**src/rtl/bram_pkg.sv**
```systemverilog
// Shared phase encodings and sizing helper for the frame buffer scheduler.
package bram_pkg;

  // Buffer ownership phases; 2'b00 is unused and falls back to PhLoad.
  typedef enum logic [1:0] {
    PhLoad    = 2'b01,
    PhProcess = 2'b10,
    PhGet     = 2'b11
  } phase_e;

  // Number of bits needed to hold 'value' (at least 1).
  function automatic int unsigned clogb2(input int unsigned value);
    int unsigned bits;
    bits = 0;
    for (int unsigned v = value; v > 0; v = v >> 1) begin
      bits++;
    end
    if (bits == 0) begin
      bits = 1;
    end
    return bits;
  endfunction

endpackage

```
**src/rtl/rr_arbiter2.sv**
```systemverilog
// Two-way round-robin arbiter: a lone requester wins, on conflict the side not granted last wins.
module rr_arbiter2 (
  input  logic       clk,
  input  logic       reset,
  input  logic [1:0] req,
  output logic [1:0] gnt
);

  // High when req[1] was the most recent winner, so req[0] wins the next conflict.
  logic last_q;
  logic last_d;

  // Grant selection and last-winner tracking.
  always_comb begin
    gnt    = 2'b00;
    last_d = last_q;
    case (req)
      2'b01:   gnt = 2'b01;
      2'b10:   gnt = 2'b10;
      2'b11:   gnt = last_q ? 2'b01 : 2'b10;
      default: gnt = 2'b00;
    endcase
    if (gnt[0]) begin
      last_d = 1'b0;
    end else if (gnt[1]) begin
      last_d = 1'b1;
    end
  end

  // Last-grant register; reset favours req[0].
  always_ff @(posedge clk) begin
    if (reset) begin
      last_q <= 1'b1;
    end else begin
      last_q <= last_d;
    end
  end

endmodule

```
**src/rtl/frame_phase_scheduler.sv**
```systemverilog
// Time-shares one single-port frame RAM between pixel load, optional in-place processing
// (convolver reads / writebacks) and host readout, one phase at a time.
module frame_phase_scheduler
  import bram_pkg::*;
#(
  parameter int unsigned RAM_WIDTH    = 8,
  parameter int unsigned RAM_DEPTH    = 65536,
  parameter int unsigned IMAGE_WIDTH  = 10,
  parameter int unsigned IMAGE_HEIGHT = 10,
  parameter int unsigned TO_PROCESS   = 0,
  localparam int unsigned ADDR_W      = clogb2(RAM_DEPTH - 1),
  localparam int unsigned RESOLUTION  = IMAGE_WIDTH * IMAGE_HEIGHT
) (
  input  logic                 clk,
  input  logic                 reset,
  input  logic                 i_ld_valid,
  input  logic [RAM_WIDTH-1:0] i_ld_data,
  output logic                 o_ld_ready,
  input  logic                 i_cv_req,
  input  logic [ADDR_W-1:0]    i_cv_addr,
  output logic                 o_cv_gnt,
  output logic                 o_cv_rvalid,
  output logic [RAM_WIDTH-1:0] o_cv_rdata,
  input  logic                 i_wb_req,
  input  logic [ADDR_W-1:0]    i_wb_addr,
  input  logic [RAM_WIDTH-1:0] i_wb_data,
  output logic                 o_wb_gnt,
  input  logic                 i_cv_done,
  input  logic                 i_gt_req,
  output logic                 o_gt_rvalid,
  output logic [RAM_WIDTH-1:0] o_gt_rdata,
  output logic                 o_ram_en,
  output logic                 o_ram_we,
  output logic [ADDR_W-1:0]    o_ram_addr,
  output logic [RAM_WIDTH-1:0] o_ram_wdata,
  input  logic [RAM_WIDTH-1:0] i_ram_rdata,
  output logic [1:0]           o_phase,
  output logic                 o_frame_done
);

  if (RESOLUTION > RAM_DEPTH) begin : g_res_check
    $error("frame_phase_scheduler: IMAGE_WIDTH*IMAGE_HEIGHT exceeds RAM_DEPTH");
  end

  // One extra bit so a frame filling the whole address space still compares correctly.
  localparam logic [ADDR_W:0]   ResLimit = (ADDR_W + 1)'(RESOLUTION);
  localparam logic [ADDR_W-1:0] LastIdx  = ADDR_W'(RESOLUTION - 1);

  phase_e            phase_q, phase_d;
  logic [ADDR_W-1:0] ld_ptr_q, ld_ptr_d;
  logic [ADDR_W-1:0] gt_ptr_q, gt_ptr_d;
  logic              cv_rvalid_q, cv_pad_q;
  logic              gt_rvalid_q, frame_done_q;
  logic              gt_read, frame_end;
  logic              proc_active;
  logic              cv_in_range, wb_in_range;
  logic [1:0]        arb_req, arb_gnt;

  assign cv_in_range = ({1'b0, i_cv_addr} < ResLimit);
  assign wb_in_range = ({1'b0, i_wb_addr} < ResLimit);

  // Only the PROCESS phase lets the convolver and writeback ports compete.
  assign proc_active = (phase_q == PhProcess) && !reset;
  assign arb_req     = {i_wb_req & proc_active, i_cv_req & proc_active};

  rr_arbiter2 u_arb (
    .clk   (clk),
    .reset (reset),
    .req   (arb_req),
    .gnt   (arb_gnt)
  );

  // Phase sequencing, pointer advance and the single RAM access of this cycle.
  always_comb begin
    phase_d     = phase_q;
    ld_ptr_d    = ld_ptr_q;
    gt_ptr_d    = gt_ptr_q;
    gt_read     = 1'b0;
    frame_end   = 1'b0;
    o_ram_en    = 1'b0;
    o_ram_we    = 1'b0;
    o_ram_addr  = '0;
    o_ram_wdata = '0;
    if (!reset) begin
      case (phase_q)
        PhLoad: begin
          if (i_ld_valid) begin
            o_ram_en    = 1'b1;
            o_ram_we    = 1'b1;
            o_ram_addr  = ld_ptr_q;
            o_ram_wdata = i_ld_data;
            if (ld_ptr_q == LastIdx) begin
              ld_ptr_d = '0;
              phase_d  = (TO_PROCESS != 0) ? PhProcess : PhGet;
            end else begin
              ld_ptr_d = ld_ptr_q + 1'b1;
            end
          end
        end
        PhProcess: begin
          // Out-of-frame accesses are granted but never touch the RAM.
          if (arb_gnt[0] && cv_in_range) begin
            o_ram_en   = 1'b1;
            o_ram_addr = i_cv_addr;
          end else if (arb_gnt[1] && wb_in_range) begin
            o_ram_en    = 1'b1;
            o_ram_we    = 1'b1;
            o_ram_addr  = i_wb_addr;
            o_ram_wdata = i_wb_data;
          end
          if (i_cv_done) begin
            phase_d = PhGet;
          end
        end
        PhGet: begin
          if (i_gt_req) begin
            o_ram_en   = 1'b1;
            o_ram_addr = gt_ptr_q;
            gt_read    = 1'b1;
            if (gt_ptr_q == LastIdx) begin
              gt_ptr_d  = '0;
              phase_d   = PhLoad;
              frame_end = 1'b1;
            end else begin
              gt_ptr_d = gt_ptr_q + 1'b1;
            end
          end
        end
        default: phase_d = PhLoad;
      endcase
    end
  end

  // State registers; reset aborts the frame and drops any read still in flight.
  always_ff @(posedge clk) begin
    if (reset) begin
      phase_q      <= PhLoad;
      ld_ptr_q     <= '0;
      gt_ptr_q     <= '0;
      cv_rvalid_q  <= 1'b0;
      cv_pad_q     <= 1'b0;
      gt_rvalid_q  <= 1'b0;
      frame_done_q <= 1'b0;
    end else begin
      phase_q      <= phase_d;
      ld_ptr_q     <= ld_ptr_d;
      gt_ptr_q     <= gt_ptr_d;
      cv_rvalid_q  <= arb_gnt[0];
      cv_pad_q     <= arb_gnt[0] & ~cv_in_range;
      gt_rvalid_q  <= gt_read;
      frame_done_q <= frame_end;
    end
  end

  assign o_ld_ready   = (phase_q == PhLoad);
  assign o_phase      = phase_q;
  assign o_cv_gnt     = arb_gnt[0];
  assign o_wb_gnt     = arb_gnt[1];
  assign o_cv_rvalid  = cv_rvalid_q;
  assign o_cv_rdata   = (cv_rvalid_q && !cv_pad_q) ? i_ram_rdata : '0;
  assign o_gt_rvalid  = gt_rvalid_q;
  assign o_gt_rdata   = gt_rvalid_q ? i_ram_rdata : '0;
  assign o_frame_done = frame_done_q;

endmodule

```
**config.mk**
```make
export PLATFORM = sky130hd
export DESIGN_NAME = frame_phase_scheduler
export DESIGN_NICKNAME = d
export VERILOG_FILES = /design/src/rtl/bram_pkg.sv /design/src/rtl/rr_arbiter2.sv /design/src/rtl/frame_phase_scheduler.sv
export SDC_FILE = /design/constraint.sdc
export NUM_CORES = 1
export LEC_CHECK = 0
export ABC_AREA = 0
export CORE_UTILIZATION = 42
export DETAILED_ROUTE_END_ITERATION = 12
export PLACE_DENSITY = 0.85
export SYNTH_ARGS = -nofsm -noshare
export SYNTH_HDL_FRONTEND = slang
export SYNTH_SLANG_ARGS = --single-unit
export TNS_END_PERCENT = 5
```
**constraint.sdc**
```tcl
create_clock -name clk -period 5.2 [get_ports clk]
set_clock_uncertainty 0.1 [all_clocks]
set_input_delay 1.04 -clock clk [delete_from_list [all_inputs] [get_ports clk]]
set_output_delay 1.04 -clock clk [all_outputs]
set_load 0.01 [all_outputs]
```
## Word-level counts from Yosys, hierarchy flattened

Cells that the tools add are included.

| word-level totals | value |
|---|---|
| register bits | 39 |
| bits in latches | 0 |
| memory bits (writable) | 0 |
| bits in read-only memories | 0 |
| input bits | 63 |
| output and inout port bits | 50 |
| logic and storage cells | 78 |
| memories kept | 0 |

| cells by class | value |
|---|---|
| add/subtract/negate cells | 2 |
| multipliers | 0 |
| divide/modulo/power cells | 0 |
| order comparisons | 2 |
| equality and inequality tests | 13 |
| shift-type cells | 0 |
| muxes and demuxes | 35 |
| bitwise logic cells | 6 |
| reduce and logical (&&, ||, !) cells | 12 |

Operator list:

| operator | count |
|---|---|
| $mux W16 | 7 |
| $mux W8 | 6 |
| $pmux W16 S3 | 1 |
| $add A16 B1 Y16 const B | 2 |
| $eq A16 B7 Y1 const B | 2 |
| $lt A16 B7 Y1 const B | 2 |
| $pmux W8 S2 | 1 |
| $mux W2 | 6 |
| $pmux W2 S3 | 2 |
| $mux W1 | 10 |
| $eq A2 B2 Y1 const B | 4 |
| $ne A2 B2 Y1 const B | 4 |
| $reduce_and A5 Y1 | 1 |
| $eq A2 B1 Y1 const B | 2 |
| $logic_and A1 B1 Y1 | 4 |
| $reduce_and A2 Y1 | 2 |
| $and A1 B1 Y1 | 3 |
| $not A1 Y1 | 3 |
| $pmux W1 S3 | 1 |
| $reduce_or A3 Y1 | 1 |
| $logic_not A1 Y1 | 2 |
| $ne A2 B1 Y1 const B | 1 |
| $pmux W1 S2 | 1 |
| $reduce_bool A2 Y1 | 1 |
| $reduce_or A2 Y1 | 1 |

## Logic depth before layout (Yosys ltp)

Gate-level depths: netlist (run 1).

| logic depth | value |
|---|---|
| depth in word-level cells | 10 |
| gate-level depth with buffers | 6 |

## Cells and area by module

A second synthesis (run 1) with hierarchy kept.

| second synthesis, totals | value |
|---|---|
| cell total of the unflattened synthesis | 263 |
| area, all modules | 2,150.8 um^2 |

Modules (own cells, without submodules):

| module | times used | cells each | area each (um^2) |
|---|---|---|---|
| frame_phase_scheduler | 1 | 256 | 2,095.8 |
| rr_arbiter2 | 1 | 7 | 55.1 |

## Worst setup path before layout (run 1)

OpenSTA, ideal clock, no wires.

| timing path | value |
|---|---|
| path kind | input to output |
| from | in i_gt_req |
| to | out o_ram_addr[11] |
| arrival time | 1,843 ps |
| data required time | 4,060 ps |
| setup slack | 2,217 ps |
| cell stages on the path | 4 |
| path through | nand2_1 > nor2_1 > clkbuf_1 > a22o_1 |

| between the ends | value |
|---|---|
| word-level cells in the longest chain between the ends | 3 |

Ends and longest elaborated chain:

| item | line | text |
|---|---|---|
| start, declared | frame_phase_scheduler.sv:29 | `input logic i_gt_req,` |
| $mux W16 | frame_phase_scheduler.sv:116 | `if (i_gt_req) begin` |
| $pmux W16 S3 | frame_phase_scheduler.sv:85 | `case (phase_q)` |
| $mux W16 | frame_phase_scheduler.sv:84 | `if (!reset) begin` |
| end, declared | frame_phase_scheduler.sv:34 | `output logic [ADDR_W-1:0] o_ram_addr,` |

Every way passes these cells.

## Final worst setup path (run 1)

| timing path | value |
|---|---|
| from | in reset |
| to | out o_ram_addr[13] |

| between the ends | value |
|---|---|
| word-level cells in the longest chain between the ends | 10 |
| elaborated cells between the ends (all ways) | 14 |
| those cells by class | 3 x eq/ne; 5 x mux; 2 x bitwise; 4 x reduce/logical |

Ends and longest elaborated chain:

| item | line | text |
|---|---|---|
| start, declared | frame_phase_scheduler.sv:15 | `input logic reset,` |
| $logic_not A1 Y1 | -- |  |
| $logic_and A1 B1 Y1 | frame_phase_scheduler.sv:63 | `assign proc_active = (phase_q == PhProcess) && !reset;` |
| $and A1 B1 Y1 | frame_phase_scheduler.sv:64 | `assign arb_req = {i_wb_req & proc_active, i_cv_req & proc_active};` |
| $eq A2 B2 Y1 / $eq A2 B1 Y1 (equally long branches) | rr_arbiter2.sv:17 | `case (req)` |
| $pmux W2 S3 | rr_arbiter2.sv:17 |  |
| $logic_and A1 B1 Y1 | frame_phase_scheduler.sv:105 | `end else if (arb_gnt[1] && wb_in_range) begin` |
| $mux W16 | frame_phase_scheduler.sv:105 |  |
| $mux W16 | frame_phase_scheduler.sv:102 | `if (arb_gnt[0] && cv_in_range) begin` |
| $pmux W16 S3 | frame_phase_scheduler.sv:85 |  |
| $mux W16 * | frame_phase_scheduler.sv:84 |  |

Mark *: on every way between the ends. The rest lies on a longest branch, timed or not.

==> results by group, run 1 <==
Status
  • Status: finished with violations
  • Failing checks: design-rule violations

Yosys
  • Post-synth top area share: 35.0%
  • Post-synth cell types: 35
  • Synth Area in Compound Gates: 9.87%
  • Seq cells post-synth: 35
  • Cell Area, Synth: 0.00200 mm2
  • Commonest cells post-synth: 38 x nor2_1, 35 x dfxtp_1, 20 x xnor2_1
  • Cell taking the most area after synthesis: dfxtp_1
  • Syn. warnings: 0
  • Syn Inst Count: 248
  • Simple-gate share of the synthesized area: 33.9%
  • XOR/XNOR Fraction of Synth Area: 11.4%
  • Syn avg cell area: 8.08 um2
  • Sequential fraction of the synthesis area: 35.0%
  • Largest family of logic cells by synthesized area: simple AND/OR/NAND/NOR gates
  • Top-count cell post-synth: nor2_1
  • Synth Flop Type: dfxtp_1
  • Area contributors post-synth: dfxtp_1 35%, xnor2_1 8.7%, nor2_1 7.1%
  • Async set-reset flop share out of synthesis: 0%
  • Post-synthesis mux area share: 0%
  • Post-Synth Adder-Cell Area: 1.25%
  • Number of synthesized flops with an enable pin: 0

Timing
  • Final worst setup slack: 0.758 ns
  • Final period util: 85.4%
  • Max frequency: 225 MHz
  • Count of final hold-check violations: 0
  • Max-slew headroom: 31.6%
  • Worst-Margin Slew: 1.02 ns
  • RSZ-0062 raised after global routing: false
  • Max-slew violations: 0
  • Setup TNS: 0 ns
  • Min cycle time layout: 4.44 ns
  • Final setup vio count: 0

Pwr
  • PD cells: 193 mW/mm2
  • Seq pwr share: 53.6%
  • Logic gate share of total power: 8.7%
  • Switching share of total power: 23.6%
  • Lkg Pwr: 0.897 nW
  • Switching power of the nets: 0.000119 W
  • Power Internal: 0.000386 W
  • Worst vdd ir: 0.000153 V
  • Clock Power Share: 37.7%

Worst setup path
  • Cell-by-cell listing of the critical path: clkdlybuf4s50_1 -> nor2_1 -> a22o_1 -> clkdlybuf4s50_1
  • Crit Path Max Fanout: 14
  • Required @ worst endpoint: 4.06 ns
  • CP startpoint kind: input port
  • Critical path class: input port to output pin
  • Most used cell, CP: clkdlybuf4s50_1
  • Slowest CP cell: nor2_1
  • WP data arrival: 3.30 ns
  • Crit end category: output pin
  • Max incr delay on CP: 0.78 ns

Global routing
  • Total track usage: 19.5%
  • Vias in the first global route: 1,624
  • Initial antenna violation count: 0
  • Largest net degree at the start of global routing: 23
  • First-pass GRT wire length: 7.78 mm
  • Gr ovfl total: 0

Routing
  • DR top layer: met4
  • Detailed Route WL: 4.76 mm
  • Routed length per instance: 13.5 um
  • Wl on met1: 2.16 mm
  • Post-DRT Antenna Nets: 0
  • Drt via density: 5.36
  • Met2 Routed Length: 2.38 mm
  • First drt pass iteration count: 9
  • Vias: 1,888
  • Detailed-route DRC error count: 6
  • 1st-iter DRT viols: 154
  • Metal3 WL: 163 um

Floorplanning
  • Core Rows: 24
  • Die span in x: 71.1 um
  • Effective utilization at floorplan: 44.8%
  • Die Area: 0.00505 mm2
  • Die Y: 71.1 um
  • Top-level I/O count: 113
  • Core area: 0.00447 mm2

Place
  • Placed cells: 344
  • Place WS: 0.737 ns
  • Placed inst area: 0.00254 mm2
  • Post-DP HPWL: 3.52 mm
  • Routability cong.: 0.935
  • IO buf count: 57

Hold path
  • Hold WC Path Type: flip-flop to flip-flop

Layout
  • Design Area, Final: 0.00262 mm2
  • Area Overhead vs Synth: 30.9%
  • Final #Nets: 364
  • Non-Filler Instances: 352
  • FILL cells: 419
  • Layout cells sized above 1: 3.00%
  • Antenna Cells: 0

Clock tree
  • H-tree depth: 2
  • CTS tree: done
  • Root buffer selected by CTS: clkbuf_8
  • Clk sinks: 35
  • Number of setup buffers added after CTS: 0
  • Clk slew on worst S/H paths: 0.06 ns
  • CTS Hold Buffers Added: 0
  • Post-CTS Resized: 0
  • Num CTS Buffers: 5
  • Skew-Pair Late Insertion Delay: 0.29 ns
  • CTS max path bufs: 2

Run
  • Max cap viols: 0
-- cell type report --
| cell class | instances | area [um2] | area share [%] |
|---|---|---|---|
| multi-input cells | 193 | 1170 | 44.8 |
| well taps | 52 | 65.1 | 2.48 |
| repair buffers | 58 | 578 | 22.0 |
| clock inverters | 1 | 5.00 | 0.191 |
| clock buffers | 7 | 76.3 | 2.91 |
| inverters | 6 | 22.5 | 0.859 |
| flip-flops and latches | 35 | 701 | 26.7 |
-- per-layer routing --
layer | vias to the layer above | GRT usage, %
met2 | 46 | 30.2
met3 | 8 | 4.13
li1 | 940 | -
met5 | - | 0
met4 | 0 | 7.56
met1 | 894 | 26.7
-- worst paths after layout --
kind / slack [ns] / start / depth (start not counted) / end
max: 0.76 / reset / 4 / o_ram_addr[13]
min: 0.42 / ld_ptr_q[15] / 2 / ld_ptr_q[15]
max reg2reg: 2.67 / ld_ptr_q[0] / 5 / ld_ptr_q[12]
min reg2reg: 0.42 / ld_ptr_q[15] / 2 / ld_ptr_q[15]
-- metrics by stage --
stage               hold WS (ns)  utilization [%]  total power (W)
finish                     0.424             58.6         0.000506
global route               0.448             58.6         0.000526
CTS                        0.426             58.6         0.000510
detailed placement         0.414             56.8         0.000321
global placement           0.402             56.8         0.000320
floorplan                  0.379                -         0.000303
-- cell families (layout without fill, tap and decap cells) --
kind of cell / Yosys count / count (layout)
AND/OR/NAND/NOR: 127 / 127
flip-flops: 35 / 35
buffers and inverters: 30 / 72
AO/OA/AOI/OAI: 26 / 26
XOR/XNOR: 26 / 26
adder cells (fa/ha/maj): 2 / 2
other: 2 / 12
-- flip-flops by register name, summed over array words and instances, names as in the netlist --
name          cells
o_gt_rvalid       1
gt_ptr_q         16
o_frame_done      1
ld_ptr_q         16
o_phase           1
-- cells in the final DEF (no fill, tap or decap), types with 12 or more instances in the layout --
cell / instances
nor4_1: 16
nand3_1: 13
nor2_1: 38
nand2_1: 12
clkdlybuf4s50_1: 57
conb_1: 12
a22o_1: 13
xnor2_1: 20
dfxtp_1: 35
and2_1: 18
-- power by group through the flow --
stage	logic, W	clock network [W]	registers [W]
after floorplan	0.0000263	0	0.000277
after global placement	0.0000429	0	0.000277
after detailed placement	0.0000436	0	0.000277
after CTS	0.0000437	0.000195	0.000271
after global routing	0.0000474	0.000207	0.000271
final	0.0000438	0.000191	0.000271
-- worst max-delay path: cells and delay by family --
kind | cells | cell delay (ns)
AOI/OAI and AO/OA | 1 | 0.28
buffers and inverters | 2 | 1.19
and+or+nand+nor | 1 | 0.78
(Power assumes the default switching activity.)
==> run 2, diff against run 1 <==
--- a/config.mk
+++ b/config.mk
@@ -8,6 +8,7 @@
 export ABC_AREA = 0
 export CORE_UTILIZATION = 42
 export DETAILED_ROUTE_END_ITERATION = 12
+export MAX_ROUTING_LAYER = met4
 export PLACE_DENSITY = 0.85
 export SYNTH_ARGS = -nofsm -noshare
 export SYNTH_HDL_FRONTEND = slang
==> run 2 against run 1 <==
The flow still finishes with violations (design-rule violations). Critical endpoint unchanged. Wire length up 0.19%. Final cell count did not move. Critical path type unchanged. Clock power is essentially flat. Highest routed layer unchanged. Design area unchanged. Fmax about the same. Via count about the same. Critical path depth unchanged. Largest cell class unchanged. Sequential share of layout area is the same.
==> results by group, run 2 (synthesis results as in run 1) <==
Floorplanning
  • Top-level I/O count: 113 (unchanged)
  • Core area: 0.00447 mm2 (unchanged)
  • Die span in x: 71.1 um (unchanged)
  • Effective utilization at floorplan: 44.8% (unchanged)
  • Die Y: 71.1 um (unchanged)
  • Die Area: 0.00505 mm2 (unchanged)
  • Core Rows: 24 (unchanged)

Pwr
  • Switching power of the nets: 0.000118 W (was 0.000119 W)
  • Seq pwr share: 53.7% (was 53.6%)
  • Clock Power Share: 37.6% (was 37.7%)
  • Lkg Pwr: 0.897 nW (unchanged)
  • Worst vdd ir: 0.000153 V (about the same)
  • PD cells: 192 mW/mm2 (was 193 mW/mm2)
  • Power Internal: 0.000386 W (about the same)
  • Logic gate share of total power: 8.7% (about the same)
  • Switching share of total power: 23.5% (was 23.6%)

Clock tree
  • CTS tree: done (unchanged)
  • Root buffer selected by CTS: clkbuf_8 (unchanged)
  • H-tree depth: 2 (unchanged)
  • Number of setup buffers added after CTS: 0 (unchanged)
  • Clk slew on worst S/H paths: 0.06 ns (about the same)
  • CTS max path bufs: 2 (unchanged)
  • Post-CTS Resized: 0 (unchanged)
  • Num CTS Buffers: 5 (unchanged)
  • Clk sinks: 35 (unchanged)
  • CTS Hold Buffers Added: 0 (unchanged)
  • Skew-Pair Late Insertion Delay: 0.29 ns (about the same)

Worst setup path
  • Reg2Reg Setup Slack: 2.66 ns (was 2.67 ns)
  • R2R Path Start: ld_ptr_q[0] (unchanged)
  • Reg2reg end: ld_ptr_q[12] (unchanged)
  • Required @ worst endpoint: 4.06 ns (about the same)
  • Critical path class: input port to output pin (unchanged)
  • Crit Path Max Fanout: 14 (unchanged)
  • Crit end category: output pin (unchanged)
  • CP startpoint kind: input port (unchanged)
  • WP data arrival: 3.30 ns (about the same)
  • R2R cell count: 5 (unchanged)

Layout
  • Area of the multi-input gates: 0.00117 mm2 (unchanged)
  • Layout cells sized above 1: 3.00% (unchanged)
  • Top flop regs: gt_ptr_q x16, ld_ptr_q x16 (unchanged)
  • FILL cells: 419 (unchanged)
  • Antenna Cells: 0 (unchanged)
  • Most common cell after layout, fill and taps aside: clkdlybuf4s50_1 (unchanged)
  • Storage element area: 701 um2 (unchanged)
  • Design Area, Final: 0.00262 mm2 (unchanged)
  • Final Util: 58.6% (unchanged)
  • Area Overhead vs Synth: 30.9% (unchanged)
  • Most frequent cells in the layout: 57 x clkdlybuf4s50_1, 38 x nor2_1, 35 x dfxtp_1 (unchanged)
  • Final #Nets: 364 (unchanged)

Routing
  • 1st-iter DRT viols: 157 (was 154)
  • Detailed-route DRC error count: 6 (unchanged)
  • First drt pass iteration count: 8 (was 9)
  • Detailed Route WL: 4.77 mm (was 4.76 mm)
  • Routed length per instance: 13.6 um (was 13.5 um)
  • Post-DRT Antenna Nets: 0 (unchanged)
  • Vias: 1,887 (was 1,888)
  • Drt via density: 5.36 (about the same)

Timing
  • Final period util: 85.4% (about the same)
  • Worst-Margin Slew: 1.03 ns (was 1.02 ns)
  • Final setup vio count: 0 (unchanged)
  • Min cycle time layout: 4.44 ns (about the same)
  • Setup TNS: 0 ns (unchanged)
  • Count of final hold-check violations: 0 (unchanged)
  • RSZ-0062 raised after global routing: false (unchanged)
  • Max-slew violations: 0 (unchanged)
  • Max-slew headroom: 31.4% (was 31.6%)
  • Max frequency: 225 MHz (about the same)

Hold path
  • Hold_sp: ld_ptr_q[15] (unchanged)
  • WHS Path Cells: 2 (unchanged)
  • Hold WC Path Type: flip-flop to flip-flop (unchanged)
  • Hold worst-path end: ld_ptr_q[15] (unchanged)

Place
  • Post-DP HPWL: 3.52 mm (unchanged)
  • IO buf count: 57 (unchanged)
  • Routability cong.: 0.951 (was 0.935)
  • Placed inst area: 0.00254 mm2 (unchanged)

Global routing
  • Gr ovfl total: 0 (unchanged)
  • Vias in the first global route: 1,625 (was 1,624)
  • Initial antenna violation count: 0 (unchanged)
  • Total track usage: 20.2% (was 19.5%)
  • Largest net degree at the start of global routing: 23 (unchanged)
  • First-pass GRT wire length: 7.79 mm (was 7.78 mm)

Run
  • Max cap viols: 0 (unchanged)

Status
  • Failing checks: design-rule violations (unchanged)
  • Status: finished with violations (unchanged)
run 2: cell counts in the layout (fill, tap and decap cells not counted):
Identical to the previous run, type by type.
run 2: worst max-delay path by stage:
stage	endpoint	slack, ns	cells past startpoint	from
2_1_floorplan	o_ram_addr[11]	2.22	4	i_gt_req
3_3_place_gp	o_ram_addr[14]	0.76	4	reset
3_5_place_dp	o_ram_addr[14]	0.74	4	reset
4_1_cts	o_ram_addr[11]	0.73	4	reset
5_1_grt	o_ram_addr[13]	0.56	4	reset
6_report	o_ram_addr[13]	0.76	4	reset
run 2: stage by stage:
step	instances	total power, W	hold slack (ns)	setup WS (ns)
2_1_floorplan	258	0.000303	0.379	2.22
3_3_place_gp	344	0.000320	0.402	0.764
3_5_place_dp	344	0.000321	0.414	0.737
4_1_cts	352	0.000510	0.426	0.732
5_1_grt	352	0.000527	0.448	0.558
6_report	352	0.000505	0.424	0.757
run 2: power groups by stage:
stage / clock (W) / sequential (W) / combinational (W)
after floorplan: 0 / 0.000277 / 0.0000263
after global placement: 0 / 0.000277 / 0.0000429
after detailed placement: 0 / 0.000277 / 0.0000436
after CTS: 0.000195 / 0.000271 / 0.0000437
after global routing: 0.000209 / 0.000271 / 0.0000474
final: 0.000190 / 0.000271 / 0.0000438
run 2: metal layers:
layer / share of wire (%) / vias to the layer above / global-route usage, %
li1: - / 941 / -
met3: 4.1 / 5 / 5.84
met1: 45 / 896 / 26.8
met2: 50 / 45 / 30.1
met4: 0.78 / 0 / 5.56
met5: 0 / - / -
run 2: critical path, stage by stage:
cell and delay (ns):
clkdlybuf4s50_1 0.65, nor2_1 0.78, a22o_1 0.28, clkdlybuf4s50_1 0.54
run 2: cell type report:
cell class                      count  area share, %
Multi-Input combinational cell    193           44.8
Timing Repair Buffer               58           22.0
Tap cell                           52           2.48
Clock inverter                      1          0.191
Sequential cell                    35           26.7
Clock buffer                        7           2.91
Inverter                            6          0.859
